### src/rtl/imm_encoder_if.sv
// Request/response bundle for the instruction-word assembler.
// The master side issues encode requests and consumes words; the slave side is the encoder.
interface imm_encoder_if #(
    parameter int CNT_W = 16
);
    logic             in_valid;
    logic             in_ready;
    logic [2:0]       in_fmt;
    logic [6:0]       in_opcode;
    logic [4:0]       in_rd;
    logic [4:0]       in_rs1;
    logic [4:0]       in_rs2;
    logic [2:0]       in_funct3;
    logic [6:0]       in_funct7;
    logic [31:0]      in_imm;
    logic             out_valid;
    logic             out_ready;
    logic [31:0]      out_inst;
    logic             out_range_err;
    logic             out_align_err;
    logic             out_fmt_err;
    logic [CNT_W-1:0] enc_count;
    logic [CNT_W-1:0] err_count;

    modport master (
        output in_valid, in_fmt, in_opcode, in_rd, in_rs1, in_rs2,
               in_funct3, in_funct7, in_imm, out_ready,
        input  in_ready, out_valid, out_inst, out_range_err, out_align_err,
               out_fmt_err, enc_count, err_count
    );

    modport slave (
        input  in_valid, in_fmt, in_opcode, in_rd, in_rs1, in_rs2,
               in_funct3, in_funct7, in_imm, out_ready,
        output in_ready, out_valid, out_inst, out_range_err, out_align_err,
               out_fmt_err, enc_count, err_count
    );
endinterface

### src/rtl/imm_encoder.sv
// RISC-V instruction-word assembler: checks the immediate against the format's
// reach and alignment, scatters it into the instruction fields, and queues the
// word in a 2-entry FIFO with saturating good/bad word counters.
module imm_encoder #(
    parameter int CNT_W = 16
) (
    input  logic         clk,
    input  logic         rst_n,
    imm_encoder_if.slave bus
);
    localparam logic [2:0] FMT_R = 3'd0;
    localparam logic [2:0] FMT_I = 3'd1;
    localparam logic [2:0] FMT_S = 3'd2;
    localparam logic [2:0] FMT_B = 3'd3;
    localparam logic [2:0] FMT_J = 3'd4;
    localparam logic [2:0] FMT_U = 3'd5;

    typedef struct packed {
        logic        fmt_err;
        logic        align_err;
        logic        range_err;
        logic [31:0] inst;
    } entry_t;

    logic [31:0] w_imm;
    logic        w_fits12;
    logic        w_fits13;
    logic        w_fits21;
    logic [31:0] w_raw;
    logic        w_rng;
    logic        w_aln;
    logic        w_fe;
    entry_t      w_entry;
    entry_t      w_head;
    logic        w_push;
    logic        w_pop;
    logic        w_out_valid;
    logic [1:0]  w_count_nxt;

    entry_t           r_mem [2];
    logic             r_wr_ptr;
    logic             r_rd_ptr;
    logic [1:0]       r_count;
    logic             r_in_ready;
    logic [CNT_W-1:0] r_enc_count;
    logic [CNT_W-1:0] r_err_count;

    // A signed value fits an N-bit field when every bit above the field MSB copies the sign.
    assign w_imm    = bus.in_imm;
    assign w_fits12 = (&w_imm[31:11]) | ~(|w_imm[31:11]);
    assign w_fits13 = (&w_imm[31:12]) | ~(|w_imm[31:12]);
    assign w_fits21 = (&w_imm[31:20]) | ~(|w_imm[31:20]);

    // Field scatter and error detection for the presented request.
    always_comb begin
        w_raw = '0;
        w_rng = 1'b0;
        w_aln = 1'b0;
        w_fe  = 1'b0;
        case (bus.in_fmt)
            FMT_R: w_raw = {bus.in_funct7, bus.in_rs2, bus.in_rs1, bus.in_funct3,
                            bus.in_rd, bus.in_opcode};
            FMT_I: begin
                w_rng = ~w_fits12;
                w_raw = {w_imm[11:0], bus.in_rs1, bus.in_funct3, bus.in_rd, bus.in_opcode};
            end
            FMT_S: begin
                w_rng = ~w_fits12;
                w_raw = {w_imm[11:5], bus.in_rs2, bus.in_rs1, bus.in_funct3,
                         w_imm[4:0], bus.in_opcode};
            end
            FMT_B: begin
                w_rng = ~w_fits13;
                w_aln = w_imm[0];
                w_raw = {w_imm[12], w_imm[10:5], bus.in_rs2, bus.in_rs1, bus.in_funct3,
                         w_imm[4:1], w_imm[11], bus.in_opcode};
            end
            FMT_J: begin
                w_rng = ~w_fits21;
                w_aln = w_imm[0];
                w_raw = {w_imm[20], w_imm[10:1], w_imm[11], w_imm[19:12],
                         bus.in_rd, bus.in_opcode};
            end
            FMT_U: begin
                w_aln = |w_imm[11:0];
                w_raw = {w_imm[31:12], bus.in_rd, bus.in_opcode};
            end
            default: w_fe = 1'b1;
        endcase
    end

    // A flagged word is emitted as all-zero so it can never be mistaken for a real instruction.
    assign w_entry.fmt_err   = w_fe;
    assign w_entry.align_err = w_aln;
    assign w_entry.range_err = w_rng;
    assign w_entry.inst      = (w_rng | w_aln | w_fe) ? 32'd0 : w_raw;

    assign w_head      = r_mem[r_rd_ptr];
    assign w_out_valid = (r_count != 2'd0);
    assign w_push      = bus.in_valid & r_in_ready;
    assign w_pop       = w_out_valid & bus.out_ready;
    assign w_count_nxt = r_count + {1'b0, w_push} - {1'b0, w_pop};

    // FIFO storage, pointers and registered in_ready (no path from out_ready to in_ready).
    always_ff @(posedge clk or negedge rst_n) begin
        if (!rst_n) begin
            r_mem[0]   <= '0;
            r_mem[1]   <= '0;
            r_wr_ptr   <= 1'b0;
            r_rd_ptr   <= 1'b0;
            r_count    <= 2'd0;
            r_in_ready <= 1'b1;
        end else begin
            if (w_push) begin
                r_mem[r_wr_ptr] <= w_entry;
                r_wr_ptr        <= ~r_wr_ptr;
            end
            if (w_pop) begin
                r_rd_ptr <= ~r_rd_ptr;
            end
            r_count    <= w_count_nxt;
            r_in_ready <= (w_count_nxt < 2'd2);
        end
    end

    // Saturating statistics, bumped when a word leaves the block.
    always_ff @(posedge clk or negedge rst_n) begin
        if (!rst_n) begin
            r_enc_count <= '0;
            r_err_count <= '0;
        end else if (w_pop) begin
            if (w_head.fmt_err | w_head.align_err | w_head.range_err) begin
                if (r_err_count != {CNT_W{1'b1}}) r_err_count <= r_err_count + CNT_W'(1);
            end else begin
                if (r_enc_count != {CNT_W{1'b1}}) r_enc_count <= r_enc_count + CNT_W'(1);
            end
        end
    end

    assign bus.in_ready      = r_in_ready;
    assign bus.out_valid     = w_out_valid;
    assign bus.out_inst      = w_out_valid ? w_head.inst : 32'd0;
    assign bus.out_range_err = w_out_valid & w_head.range_err;
    assign bus.out_align_err = w_out_valid & w_head.align_err;
    assign bus.out_fmt_err   = w_out_valid & w_head.fmt_err;
    assign bus.enc_count     = r_enc_count;
    assign bus.err_count     = r_err_count;
endmodule

### src/flat_wrapper.sv
// flat-port wrapper written by rule: the top's interface ports become plain ports
module imm_encoder_flat 
#(
    parameter int CNT_W = 16
)
  (clk, rst_n, bus_in_valid, bus_in_fmt, bus_in_opcode, bus_in_rd, bus_in_rs1, bus_in_rs2, bus_in_funct3, bus_in_funct7, bus_in_imm, bus_out_ready, bus_in_ready, bus_out_valid, bus_out_inst, bus_out_range_err, bus_out_align_err, bus_out_fmt_err, bus_enc_count, bus_err_count);
  imm_encoder_if #(.CNT_W(CNT_W)) bus_i ();
  input  logic clk;
  input  logic rst_n;
  input wire logic [$bits(bus_i.in_valid)-1:0] bus_in_valid;
  input wire logic [$bits(bus_i.in_fmt)-1:0] bus_in_fmt;
  input wire logic [$bits(bus_i.in_opcode)-1:0] bus_in_opcode;
  input wire logic [$bits(bus_i.in_rd)-1:0] bus_in_rd;
  input wire logic [$bits(bus_i.in_rs1)-1:0] bus_in_rs1;
  input wire logic [$bits(bus_i.in_rs2)-1:0] bus_in_rs2;
  input wire logic [$bits(bus_i.in_funct3)-1:0] bus_in_funct3;
  input wire logic [$bits(bus_i.in_funct7)-1:0] bus_in_funct7;
  input wire logic [$bits(bus_i.in_imm)-1:0] bus_in_imm;
  input wire logic [$bits(bus_i.out_ready)-1:0] bus_out_ready;
  output wire logic [$bits(bus_i.in_ready)-1:0] bus_in_ready;
  output wire logic [$bits(bus_i.out_valid)-1:0] bus_out_valid;
  output wire logic [$bits(bus_i.out_inst)-1:0] bus_out_inst;
  output wire logic [$bits(bus_i.out_range_err)-1:0] bus_out_range_err;
  output wire logic [$bits(bus_i.out_align_err)-1:0] bus_out_align_err;
  output wire logic [$bits(bus_i.out_fmt_err)-1:0] bus_out_fmt_err;
  output wire logic [$bits(bus_i.enc_count)-1:0] bus_enc_count;
  output wire logic [$bits(bus_i.err_count)-1:0] bus_err_count;
  assign bus_i.in_valid = bus_in_valid;
  assign bus_i.in_fmt = bus_in_fmt;
  assign bus_i.in_opcode = bus_in_opcode;
  assign bus_i.in_rd = bus_in_rd;
  assign bus_i.in_rs1 = bus_in_rs1;
  assign bus_i.in_rs2 = bus_in_rs2;
  assign bus_i.in_funct3 = bus_in_funct3;
  assign bus_i.in_funct7 = bus_in_funct7;
  assign bus_i.in_imm = bus_in_imm;
  assign bus_i.out_ready = bus_out_ready;
  assign bus_in_ready = bus_i.in_ready;
  assign bus_out_valid = bus_i.out_valid;
  assign bus_out_inst = bus_i.out_inst;
  assign bus_out_range_err = bus_i.out_range_err;
  assign bus_out_align_err = bus_i.out_align_err;
  assign bus_out_fmt_err = bus_i.out_fmt_err;
  assign bus_enc_count = bus_i.enc_count;
  assign bus_err_count = bus_i.err_count;
  imm_encoder #(.CNT_W(CNT_W)) u_core (.clk(clk), .rst_n(rst_n), .bus(bus_i));
endmodule
### config.mk
export PLATFORM = sky130hd
export DESIGN_NAME = imm_encoder_flat
export DESIGN_NICKNAME = d
export VERILOG_FILES = /design/src/rtl/imm_encoder_if.sv /design/src/rtl/imm_encoder.sv /design/src/flat_wrapper.sv
export SDC_FILE = /design/constraint.sdc
export NUM_CORES = 1
export LEC_CHECK = 0
export BUFFER_PORTS_ARGS = -buffer_cell sky130_fd_sc_hd__buf_2
export CAP_MARGIN = 20
export CORE_MARGIN = 8
export CORE_UTILIZATION = 56
export CTS_BUF_LIST = sky130_fd_sc_hd__clkbuf_4 sky130_fd_sc_hd__clkbuf_8
export DETAILED_ROUTE_END_ITERATION = 16
export GPL_TIMING_DRIVEN = 0
export PLACE_DENSITY = 0.83
export SLEW_MARGIN = 10
export SYNTH_ARGS = -nofsm -noshare
export SYNTH_HDL_FRONTEND = slang
export SYNTH_SLANG_ARGS = --single-unit
export TNS_END_PERCENT = 5
### constraint.sdc
create_clock -name clk -period 2.24 [get_ports clk]
set_input_delay 0.448 -clock clk [delete_from_list [all_inputs] [get_ports clk]]
set_output_delay 0.448 -clock clk [all_outputs]
set_load 0.03 [all_outputs]
# Word-level counts from Yosys, hierarchy flattened

Index checks and enable logic that the tools add are counted.

Flip-flop bits (word level): 107
Input port bits: 71
Output and inout bits: 69
Logic and storage cells: 79

$add $sub $neg: 4
$lt $le $gt $ge: 4
Equal/unequal tests: 7
Multiplexer cells: 12
Bitwise gates (word level): 23
Reduce and logical (&&, ||, !) cells: 15

Operators with widths:

| kind                  | number |
|---|---|
| $pmux 32 s6           | 1 |
| $mux 35               | 4 |
| $bwmux 70             | 1 |
| $mux 32               | 2 |
| $demux 35 s1          | 1 |
| $add 16x1->16 const B | 2 |
| $ne 16x16->1 const B  | 2 |
| $reduce_or 12->1      | 2 |
| $reduce_and 21->1     | 1 |
| $reduce_or 21->1      | 1 |
| $reduce_and 20->1     | 1 |
| $reduce_or 20->1      | 1 |
| $reduce_and 12->1     | 1 |
| $not 1->1             | 9 |
| $or 1x1->1            | 7 |
| $eq 3x2->1 const B    | 2 |
| $eq 3x3->1 const B    | 2 |
| $reduce_and 3->1      | 2 |
| $reduce_or 6->1       | 1 |
| $and 1x1->1           | 5 |
| $ge 2x2->1 const B    | 2 |
| $not 1->2             | 2 |
| $reduce_or 2->1       | 2 |
| $eq 3x1->1 const B    | 1 |
| other kinds (10)      | 10 |

# Longest topological paths before layout

Gate-level depths: netlist of the first run.

Depth after elaboration: 9
Gate-level depth with buffers: 7
Depth with buffers taken out: 7

# Worst setup path before layout of the first run

No wires, ideal clock.

Kind: input to register
Start point: input bus_in_imm[23]
End point: register u_core.r_mem[31] in the netlist's numbering
Setup time: 96 ps
Arrival: 2014 ps
Required time: 2144 ps
Path slack: 131 ps
Cell stages on the path: 7
Path buffers: 2
Path through: or4_1 nor2_1 o311ai_1 a211o_1 buf_6 buf_6 o31ai_1

Cells in the longest elaborated chain, start to end: 9
Elaborated cells on any way between the ends: 20
Classes of those cells: mux: 3; bitwise: 11; reduce/logical: 6

RTL lines:

| item                                           | line                                                    | text |
|---|---|---|
| start: declaration                             | flat_wrapper.sv:18                                      | `input wire logic [$bits(bus_i.in_imm)-1:0] bus_in_imm;` |
| $reduce_or 21->1, or another cell as far along | imm_encoder.sv:50                                       | `assign w_fits12 = (&w_imm[31:11]) \| ~(\|w_imm[31:11]);` |
| $not 1->1 (on tied branches)                   | imm_encoder.sv:50, imm_encoder.sv:51, imm_encoder.sv:52 |  |
| $or 1x1->1 (on tied branches)                  | imm_encoder.sv:50, imm_encoder.sv:51, imm_encoder.sv:52 |  |
| $not 1->1 (on tied branches)                   | -                                                       |  |
| $pmux 1 s3 *                                   | imm_encoder.sv:60                                       | `case (bus.in_fmt)` |
| $or 1x1->1 * (2 in series)                     | imm_encoder.sv:96                                       | `assign w_entry.inst = (w_rng \| w_aln \| w_fe) ? 32'd0 : w_raw;` |
| $mux 32 *                                      | imm_encoder.sv:96                                       |  |
| $bwmux 70 *                                    | imm_encoder.sv:115                                      | `r_mem[r_wr_ptr] <= w_entry;` |
| end signal: indexed assignment                 | imm_encoder.sv:115                                      |  |
| end: declaration                               | imm_encoder.sv:40                                       | `entry_t r_mem [2];` |

Mark *: on every way between the ends. The rest lies on a longest branch, timed or not.
A chain may end at the register's enable or synchronous reset.

# Worst setup path after layout of the first run

Start point: input bus_in_imm[11]
End point: register u_core.r_mem[61] in the netlist's numbering

Cells in the longest elaborated chain, start to end: 9
Elaborated cells on any way between the ends: 12
Classes of those cells: mux: 4; bitwise: 5; reduce/logical: 3

RTL lines:

| item                       | line |
|---|---|
| $reduce_or 21->1           | imm_encoder.sv:50 |
| $not 1->1                  | imm_encoder.sv:50 |
| $or 1x1->1                 | imm_encoder.sv:50 |
| $not 1->1                  | imm_encoder.sv:64, imm_encoder.sv:68 |
| $pmux 1 s3                 | imm_encoder.sv:60 |
| $or 1x1->1 * (2 in series) | imm_encoder.sv:96 |
| $mux 32 *                  | imm_encoder.sv:96 |
| $bwmux 70 *                | imm_encoder.sv:115 |

Marked as above.

==> impl_metrics.tcl, run 1 <==
set metrics [dict create \
    crit_path_end "u_core.r_mem[61]" \
    startpoint_type "input pin" \
    die_w_um 118 \
    start_util_pct 56.9 \
    viasPerCell 6.01 \
    path_delay_family "compound AO/OA/AOI/OAI gates" \
    clk_pin_slew_ns 0.11 \
    ys_ff_latch 107 \
    diodes 0 \
    clock_sinks 107 \
    hold-path-cell-count 3 \
    worst_pin_slew_ns 0.725 \
    critical_path_depth 7 \
    synth_top_flop_cell "dfrtp_1" \
    yosysWarnings 0 \
    endpoint_kind "register" \
    finalHoldWorstSlack_ns 0.322 \
    crit_arrival_ns 2.47 \
    hold_path_class "input pin to register" \
    required_ns 2.52 \
    finClkSkew_ns 0.0115 \
    dr.pass1.iters 5 \
    setup_viol 0 \
    die_h_um 118 \
    vias 5516 \
    report.power.total_uw 7870 \
    rows 37 \
    antenna_found_initial 0 \
    period_share_pct 97.7 \
    grt_pass1_wl_mm 27.7 \
    path_buf_inv 2 \
    place_ws_ns -0.448 \
    worstPathMaxFanout 10 \
    synth_area_leaders "dfrtp_1 (46%), mux2i_1 (6.4%), nand2_1 (6.2%), o21ai_0 (4.4%), mux2_2 (4.1%)" \
    cts_tree "built" \
    synthTopCellsByCount "dfrtp_1 (106), nand2_1 (96), nor2_1 (52)" \
    grt.overflow.total 0 \
    dieArea_um2 13900 \
    setup.worst_path.class "input pin to register" \
    cts_root_buffer "clkbuf_8" \
    ys_types 45 \
    clk_latency_ns 0.38 \
    max_slew_margin_pct 51.7 \
    h-tree-depth 3 \
    cp_slowest_cell "a32oi_2" \
    post-route-drc-count 0 \
    clock_path_buffers 2 \
    syn-instance-count 626 \
    yosysMostFrequentCell "dfrtp_1" \
    rrSetupSlack_ns 0.16 \
    cts-buffers-inserted 9 \
    rr_worst_depth 5 \
    slowest_delay_ns 0.52 \
    yosysTopAreaCell "dfrtp_1" \
    synth_top_cell_area_share_pct 45.5 \
    gp_congestion 1.00 \
    grt_setup_unrepaired "true" \
    max-cap-violations 0 \
    drive_above_1_share_pct 25.3 \
    synth_edf_count 0 \
    layout_setup_ws_ns 0.0520 \
    routedWlPerCell_um 18.5 \
    core-area_um2 10200 \
    p_per_area_nw_per_um2 1130 \
    grt_util_all_layers_pct 24.0 \
    wl_mm 17.0 \
    async_flop_share_pct 100 \
    rr_startpoint "u_core.bus.in_ready" \
    yosysSeqAreaShare_pct 46.0 \
    fill_cells 838 \
    syn_area_um2 5830 \
    p_leak_uw 0.00336 \
    ios 140 \
    cp-startpoint "bus_in_imm[11]" \
    ant_nets 0 \
    nets 852 \
    syn_nets 701 \
    vdd_drop_max_v 0.000618 \
    syn-mean-instance-area_um2 9.31 \
    port_buffers 138 \
    path_cells "buf_2 > nor4_1 > nand3_1 > a32oi_2 > clkbuf_1 > nand2_1 > o31ai_1" \
    slew_violations 0 \
    final.setup.tns_ns 0 \
    timing.rr.end "u_core.r_mem[52]" \
    grt_pass1_vias 5630 \
    final-hold-violation-count 0 \
    syn2layout_area_growth_pct 19.8 \
    grt_max_degree 79 \
    maxClockFrequency_mhz 457 \
    dp_hpwl_mm 12.8 \
    min_period_ns 2.19 \
    status "completed" \
    drtIter0Drc 614 \
]
==> how the worst min path moves through the flow <==
stage,start,endpoint,slack (ns)
after floorplan,rst_n,u_core.bus.enc_count[0],0.15
after global placement,u_core.r_mem[64],u_core.r_mem[64],0.46
after CTS,bus_in_opcode[6],u_core.r_mem[41],0.32
final,bus_in_opcode[6],u_core.r_mem[41],0.32
after detailed placement,rst_n,u_core.bus.enc_count[9],0.34
after global routing,bus_in_opcode[5],u_core.r_mem[40],0.34
==> registers in the layout, summed over array words and instances, names as in the netlist <==
signal and flops:
u_core.r_count 2, u_core.bus.err_count 16, u_core.bus.enc_count 16, u_core.bus.in_ready 1, u_core.r_rd_ptr 1, u_core.r_mem 70, u_core.r_wr_ptr 1
==> layout make-up <==
type / instances / area [um2] / share of cell area, %
buffer: 41 / 208 / 2.98
clock buffer: 11 / 139 / 1.99
clock inverter: 5 / 42.5 / 0.609
inverter: 11 / 41.3 / 0.592
multi-input combinational: 467 / 2970 / 42.5
sequential: 107 / 2680 / 38.4
tap: 136 / 170 / 2.44
timing repair buffer: 140 / 734 / 10.5
==> cell families after synthesis <==
logic type / Yosys count / share of synthesized area, %
XOR/XNOR: 34 / 5.11
flip-flops: 107 / 46.0
AO/OA/AOI/OAI: 121 / 13.9
buffers and inverters: 52 / 3.78
AND/OR/NAND/NOR: 250 / 19.9
multiplexers: 58 / 10.4
adder cells (fa/ha/maj): 4 / 0.859
==> power breakdown <==
| part | total, uW | switching (uW) | internal, uW |
|---|---|---|---|
| combinational | 3660 | 2420 | 1240 |
| sequential | 3060 | 466 | 2600 |
| clock | 1140 | 696 | 445 |
| total | 7870 | 3590 | 4280 |
==> tightest hold or removal path, cell delays in order <==
cell	delay, ns
buf_2	0.10
nand4_1	0.05
o21ai_0	0.07
==> stage by stage <==
stage	std cells	cell area, um2	util (%)
floorplan	626	5830	-
global placement	900	6690	65.4
finish	918	6980	68.2
CTS	918	6950	67.9
global route	918	6980	68.2
detailed placement	901	6720	65.7
==> cells in the final DEF, fill, tap and decap left out, types with 4 or more instances in the layout <==
cell type  instances
a22oi_1           11
mux2_2            21
o2bb2ai_1         11
nand3_1           34
nand2_1           96
o21ai_0           50
nor2_1            50
mux2i_1           37
inv_1             11
ha_1               4
dfrtp_1          106
a22o_1             5
buf_6              7
xor2_1            14
o31ai_1           22
nor4_1             5
clkbuf_8           9
nor3_1             6
nand4_1           33
buf_2            138
xnor2_1           20
and3_1             9
clkbuf_1          29
==> timing repair <==
action	in CTS	in global routing
endpoints found under the hold margin	28	0
hold buffers	1	0
resized for setup	14	8
setup buffers	0	0
setup endpoints to repair	40	45
==> layer usage <==
layer | GRT usage [%] | vias to the layer above | part of all wire (%)
met4 | 8.89 | 0 | 2.3
met2 | 39.2 | 265 | 48
met5 | 0 | - | 0
met3 | 4.89 | 40 | 7.6
li1 | - | 2551 | -
met1 | 30.7 | 2660 | 42
No activity file was read; power rests on OpenSTA's default activity.
==> inputs of run 2 (changes only) <==
- CORE_UTILIZATION: 56 -> 50
- PLACE_DENSITY: 0.83 -> 0.75
- SLEW_MARGIN: 10 -> 25
==> run 2 against run 1 <==
Clock skew shrank 0.0049 ns. Combinational power decreased by 1%. Critical path depth grew 1. Setup slack better by 0.024 ns. Highest routed layer unchanged. Routed wire length down 4.2%. Clock-buffer cell count shrank 2. Global-route usage down 2.3 points.
==> impl_metrics.tcl, run 2 (same netlist as run 1, synthesis figures left out) <==
set metrics [dict create \
    status "completed" \
    start_util_pct 51.0 \
    met2_usage_pct 35.5 \
    viasPerCell 5.84 \
    min_period_ns 2.16 \
    drive_above_1_share_pct 25.3 \
    nets 852 \
    syn2layout_area_growth_pct 20.4 \
    rr_worst_depth 4 \
    cp_slowest_cell "or4_1" \
    routedWlPerCell_um 17.6 \
    crit_path_end "u_core.r_mem[36]" \
    clockPowerShare_pct 15.8 \
    critical_path_depth 8 \
    max-cap-violations 0 \
    slew_violations 0 \
    antenna_found_initial 0 \
    p_per_area_nw_per_um2 1130 \
    ant_nets 0 \
    rrSetupSlack_ns 0.13 \
    sequentialPowerShare_pct 38.5 \
    vdd_drop_max_v 0.00107 \
    grt_max_degree 73 \
    drtIter0Drc 468 \
    post-route-drc-count 0 \
    cts_tree "built" \
    die_h_um 124 \
    grt_pass1_vias 5534 \
    core-area_um2 11400 \
    endpoint_kind "register" \
    hold-path-cell-count 3 \
    slowest_delay_ns 0.56 \
    vias 5400 \
    crit_arrival_ns 2.45 \
    dp_hpwl_mm 12.4 \
    h-tree-depth 3 \
    clock_sinks 107 \
    clk_latency_ns 0.38 \
    path_buf_inv 3 \
    finClkSkew_ns 0.00652 \
    cts_setup_buffers 0 \
    grt_util_all_layers_pct 21.6 \
    met3_usage_pct 3.99 \
    instances_no_fill 925 \
    top_usage_layer "met2" \
    worst_pin_slew_ns 0.634 \
    mostFrequentLayoutCell "buf_2" \
    setup_viol 0 \
    required_ns 2.53 \
    cts-buffers-inserted 9 \
    p_leak_uw 0.00337 \
    period_share_pct 96.6 \
    ios 140 \
    placedCellCount 908 \
    dr.pass1.iters 5 \
    gp_congestion 0.920 \
    grt_setup_unrepaired "false" \
    internal_power_uw 4370 \
    layout_common_cells "buf_2 (138), dfrtp_1 (106), nand2_1 (96), nor2_1 (51), o21ai_0 (50)" \
    wl_mm 16.3 \
    grt_pass1_wl_mm 26.6 \
    max_slew_margin_pct 57.8 \
    use_met1_pct 28.2 \
    clock_path_buffers 2 \
    rows 39 \
    cp-startpoint "bus_in_imm[23]" \
    startpoint_type "input pin" \
    share_comb_of_total_power_pct 45.7 \
    power_switching_uw 3550 \
    finalHoldWorstSlack_ns 0.332 \
    regMostFlops "u_core.r_mem" \
    largest_reg_flops 70 \
    worstPathMaxFanout 10 \
    maxClockFrequency_mhz 462 \
    final_util_pct 61.5 \
    setup.worst_path.class "input pin to register" \
    dieArea_um2 15400 \
    p_sw_share_pct 44.8 \
    path_cells "buf_2 > or4_1 > nor2_1 > o311ai_1 > a211o_1 > buf_6 > clkbuf_1 > o21ai_0" \
    port_buffers 138 \
    final-hold-violation-count 0 \
    path_delay_family "simple AND/OR/NAND/NOR gates" \
    hold_path_class "input pin to register" \
    die_w_um 124 \
    clk_pin_slew_ns 0.11 \
    cts_root_buffer "clkbuf_8" \
    diodes 0 \
    rr_startpoint "u_core.bus.in_ready" \
    timing.rr.end "u_core.r_mem[11]" \
    grt.overflow.total 0 \
]
[run 2: power by group through the flow]
stage	Combinational (uW)	Clock [uW]	Sequential (uW)
global placement	3490	0	3030
floorplan	2340	0	3170
finish	3620	1250	3050
global route	3940	1360	3140
detailed placement	3560	0	3070
CTS	3610	1280	3040
[run 2: per-stage QoR]
stage / power [uW] / setup WS, ns / area (um2) / TNS [ns]
floorplan: 5510 / 0.131 / 5830 / 0
global placement: 6520 / -0.400 / 6700 / -55.94
detailed placement: 6630 / -0.442 / 6730 / -19.44
CTS: 7930 / -0.0106 / 6990 / -0.0106
global route: 8440 / 0.00129 / 7020 / 0
finish: 7920 / 0.0762 / 7020 / 0
[run 2: timing repair]
| action | in CTS | in global routing |
|---|---|---|
| hold buffers | 1 | 0 |
| hold endpoints to repair | 35 | 0 |
| endpoints found under the setup margin | 45 | 57 |
| gates resized for setup | 13 | 11 |
| gates cloned | 0 | 0 |
[run 2: worst min path at each step]
| stage | slack (ns) | endpoint | from |
|---|---|---|---|
| floorplan | 0.15 | u_core.bus.enc_count[0] | rst_n |
| global placement | 0.46 | u_core.r_mem[66] | u_core.r_mem[66] |
| detailed placement | 0.37 | u_core.bus.enc_count[8] | rst_n |
| CTS | 0.31 | u_core.r_mem[41] | bus_in_opcode[6] |
| global route | 0.31 | u_core.r_mem[5] | bus_in_opcode[5] |
| finish | 0.33 | u_core.r_mem[6] | bus_in_opcode[6] |
[run 2: metal layers]
| layer | routed length [um] | up-vias |
|---|---|---|
| met2 | 7630 | 224 |
| met3 | 1270 | 27 |
| met1 | 7040 | 2594 |
| li1 | - | 2555 |
| met5 | 0 | - |
| met4 | 328 | 0 |
[run 2: cell type report]
type	count	area, um2
buffer	41	209
clock inverter	7	85.1
clock buffer	9	124
fill	992	4400
sequential	107	2680
timing repair buffer	140	734
multi-input combinational	467	2970
inverter	11	41.3
tap	143	179
[run 2: worst register-to-register path: stages (launching register included)]
cell and delay [ns]:
dfstp_2 0.56, nand3_1 0.41, a21oi_1 0.69, nand3_1 0.21
o21ai_0 0.18
==> inputs of run 3 (changes only) <==
- MAX_ROUTING_LAYER: unset -> met4
==> run 3 against run 2 <==
Via count rose by 0.43%. Fmax down 1.1%. Clock power hardly changed. First-iteration DRC count down 2.1%. Setup slack lost 0.025 ns. Hold slack got worse by 0.0019 ns.
==> impl_metrics.tcl, run 3 (same netlist as run 1, synthesis figures left out) <==
set metrics [dict create \
    dieArea_um2 15400 \
    grt_max_degree 73 \
    wl_mm 16.3 \
    cts_setup_buffers 0 \
    regMostFlops "u_core.r_mem" \
    final_area_um2 7020 \
    power_switching_uw 3550 \
    share_comb_of_total_power_pct 45.7 \
    ios 140 \
    syn2layout_area_growth_pct 20.4 \
    vias 5423 \
    clk_pin_slew_ns 0.11 \
    final.setup.tns_ns 0 \
    setup_viol 0 \
    h-tree-depth 3 \
    layout_common_cells "buf_2 (138), dfrtp_1 (106), nand2_1 (96), nor2_1 (51), o21ai_0 (50)" \
    required_ns 2.53 \
    max-cap-violations 0 \
    timing.rr.end "u_core.r_mem[11]" \
    clockPowerShare_pct 15.8 \
    grt_pass1_vias 5531 \
    hold_path_class "input pin to register" \
    drtIter0Drc 458 \
    antenna_found_initial 0 \
    period_share_pct 97.7 \
    ant_nets 0 \
    grt_setup_unrepaired "false" \
    worstPathMaxFanout 10 \
    final-hold-violation-count 0 \
    startpoint_type "input pin" \
    placed_area_um2 6730 \
    sequentialPowerShare_pct 38.5 \
    setup.worst_path.class "input pin to register" \
    largest_reg_flops 70 \
    rr_worst_depth 4 \
    holdPathEnd "u_core.r_mem[6]" \
    cts_tree "built" \
    maxClockFrequency_mhz 457 \
    diodes 0 \
    clock_sinks 107 \
    dp_hpwl_mm 12.4 \
    grt_pass1_wl_mm 26.6 \
    min_period_ns 2.19 \
    clk_latency_ns 0.38 \
    cts_root_buffer "clkbuf_8" \
    holdCritStartpoint "bus_in_opcode[6]" \
    gp_congestion 0.936 \
    die_h_um 124 \
    p_leak_uw 0.00337 \
    rows 39 \
    finalHoldWorstSlack_ns 0.330 \
    grt.overflow.total 0 \
    p_sw_share_pct 44.8 \
    viasPerCell 5.86 \
    die_w_um 124 \
    cts-buffers-inserted 9 \
    p_per_area_nw_per_um2 1130 \
    status "completed" \
    drive_above_1_share_pct 25.3 \
    post-route-drc-count 0 \
    max_slew_margin_pct 57.0 \
    mostFrequentLayoutCell "buf_2" \
    clock_path_buffers 2 \
    endpoint_kind "register" \
    crit_arrival_ns 2.48 \
    grt_util_all_layers_pct 22.3 \
    internal_power_uw 4370 \
    rr_startpoint "u_core.bus.in_ready" \
    finClkSkew_ns 0.00828 \
    routedWlPerCell_um 17.6 \
    hold-path-cell-count 3 \
    worst_pin_slew_ns 0.646 \
    start_util_pct 51.0 \
    vdd_drop_max_v 0.00106 \
    dr.pass1.iters 5 \
    port_buffers 138 \
    nets 852 \
    slew_violations 0 \
    rrSetupSlack_ns 0.14 \
    core-area_um2 11400 \
]
==> run 3: stage by stage <==
stage	utilization, %	setup WS [ns]	std cells	power (uW)
finish	61.5	0.0513	925	7920
global route	61.5	0.00461	925	8440
CTS	61.2	-0.0106	925	7930
detailed placement	58.9	-0.442	908	6630
global placement	58.6	-0.400	907	6520
floorplan	-	0.131	626	5510
==> run 3: final cells by class <==
type	count	area (um2)
fill	992	4400
multi-input combinational	467	2970
sequential	107	2680
timing repair buffer	140	734
buffer	41	209
tap	143	179
clock buffer	9	124
clock inverter	7	85.1
inverter	11	41.3
==> run 3: worst max path at each step <==
stage | end | from | slack [ns]
6_report | u_core.r_mem[36] | bus_in_imm[23] | 0.05
5_1_grt | bus_out_inst[7] | u_core.r_rd_ptr | 0.005
4_1_cts | bus_out_inst[7] | u_core.r_rd_ptr | -0.01
3_5_place_dp | u_core.r_mem[61] | bus_in_imm[11] | -0.44
3_3_place_gp | u_core.r_mem[11] | rst_n | -0.40
2_1_floorplan | u_core.r_mem[31] | bus_in_imm[23] | 0.13
==> run 3: power groups by stage <==
stage          Sequential, uW  Clock, uW  Combinational, uW
2_1_floorplan            3170          0               2340
3_3_place_gp             3030          0               3490
3_5_place_dp             3070          0               3560
4_1_cts                  3040       1280               3610
5_1_grt                  3140       1360               3940
6_report                 3050       1250               3620
==> run 3: worst max-delay path: stages <==
cell,delay [ns]
buf_2,0.11
or4_1,0.58
nor2_1,0.20
o311ai_1,0.13
a211o_1,0.38
buf_6,0.17
clkbuf_1,0.22
o21ai_0,0.23
==> run 3: layer usage <==
layer  GRT usage [%]  wire [um]  vias up
met2            35.5       7660      223
met3            2.95       1140       28
li1                -          -     2558
met5               -          0        -
met1            28.9       7220     2614
met4            7.73        303        0
==> run 3: timing repair <==
action                                  4_1_cts  5_1_grt
resized for setup                            13       11
endpoints found under the setup margin       45       56
endpoints found under the hold margin        35        0
hold buffers                                  1        0
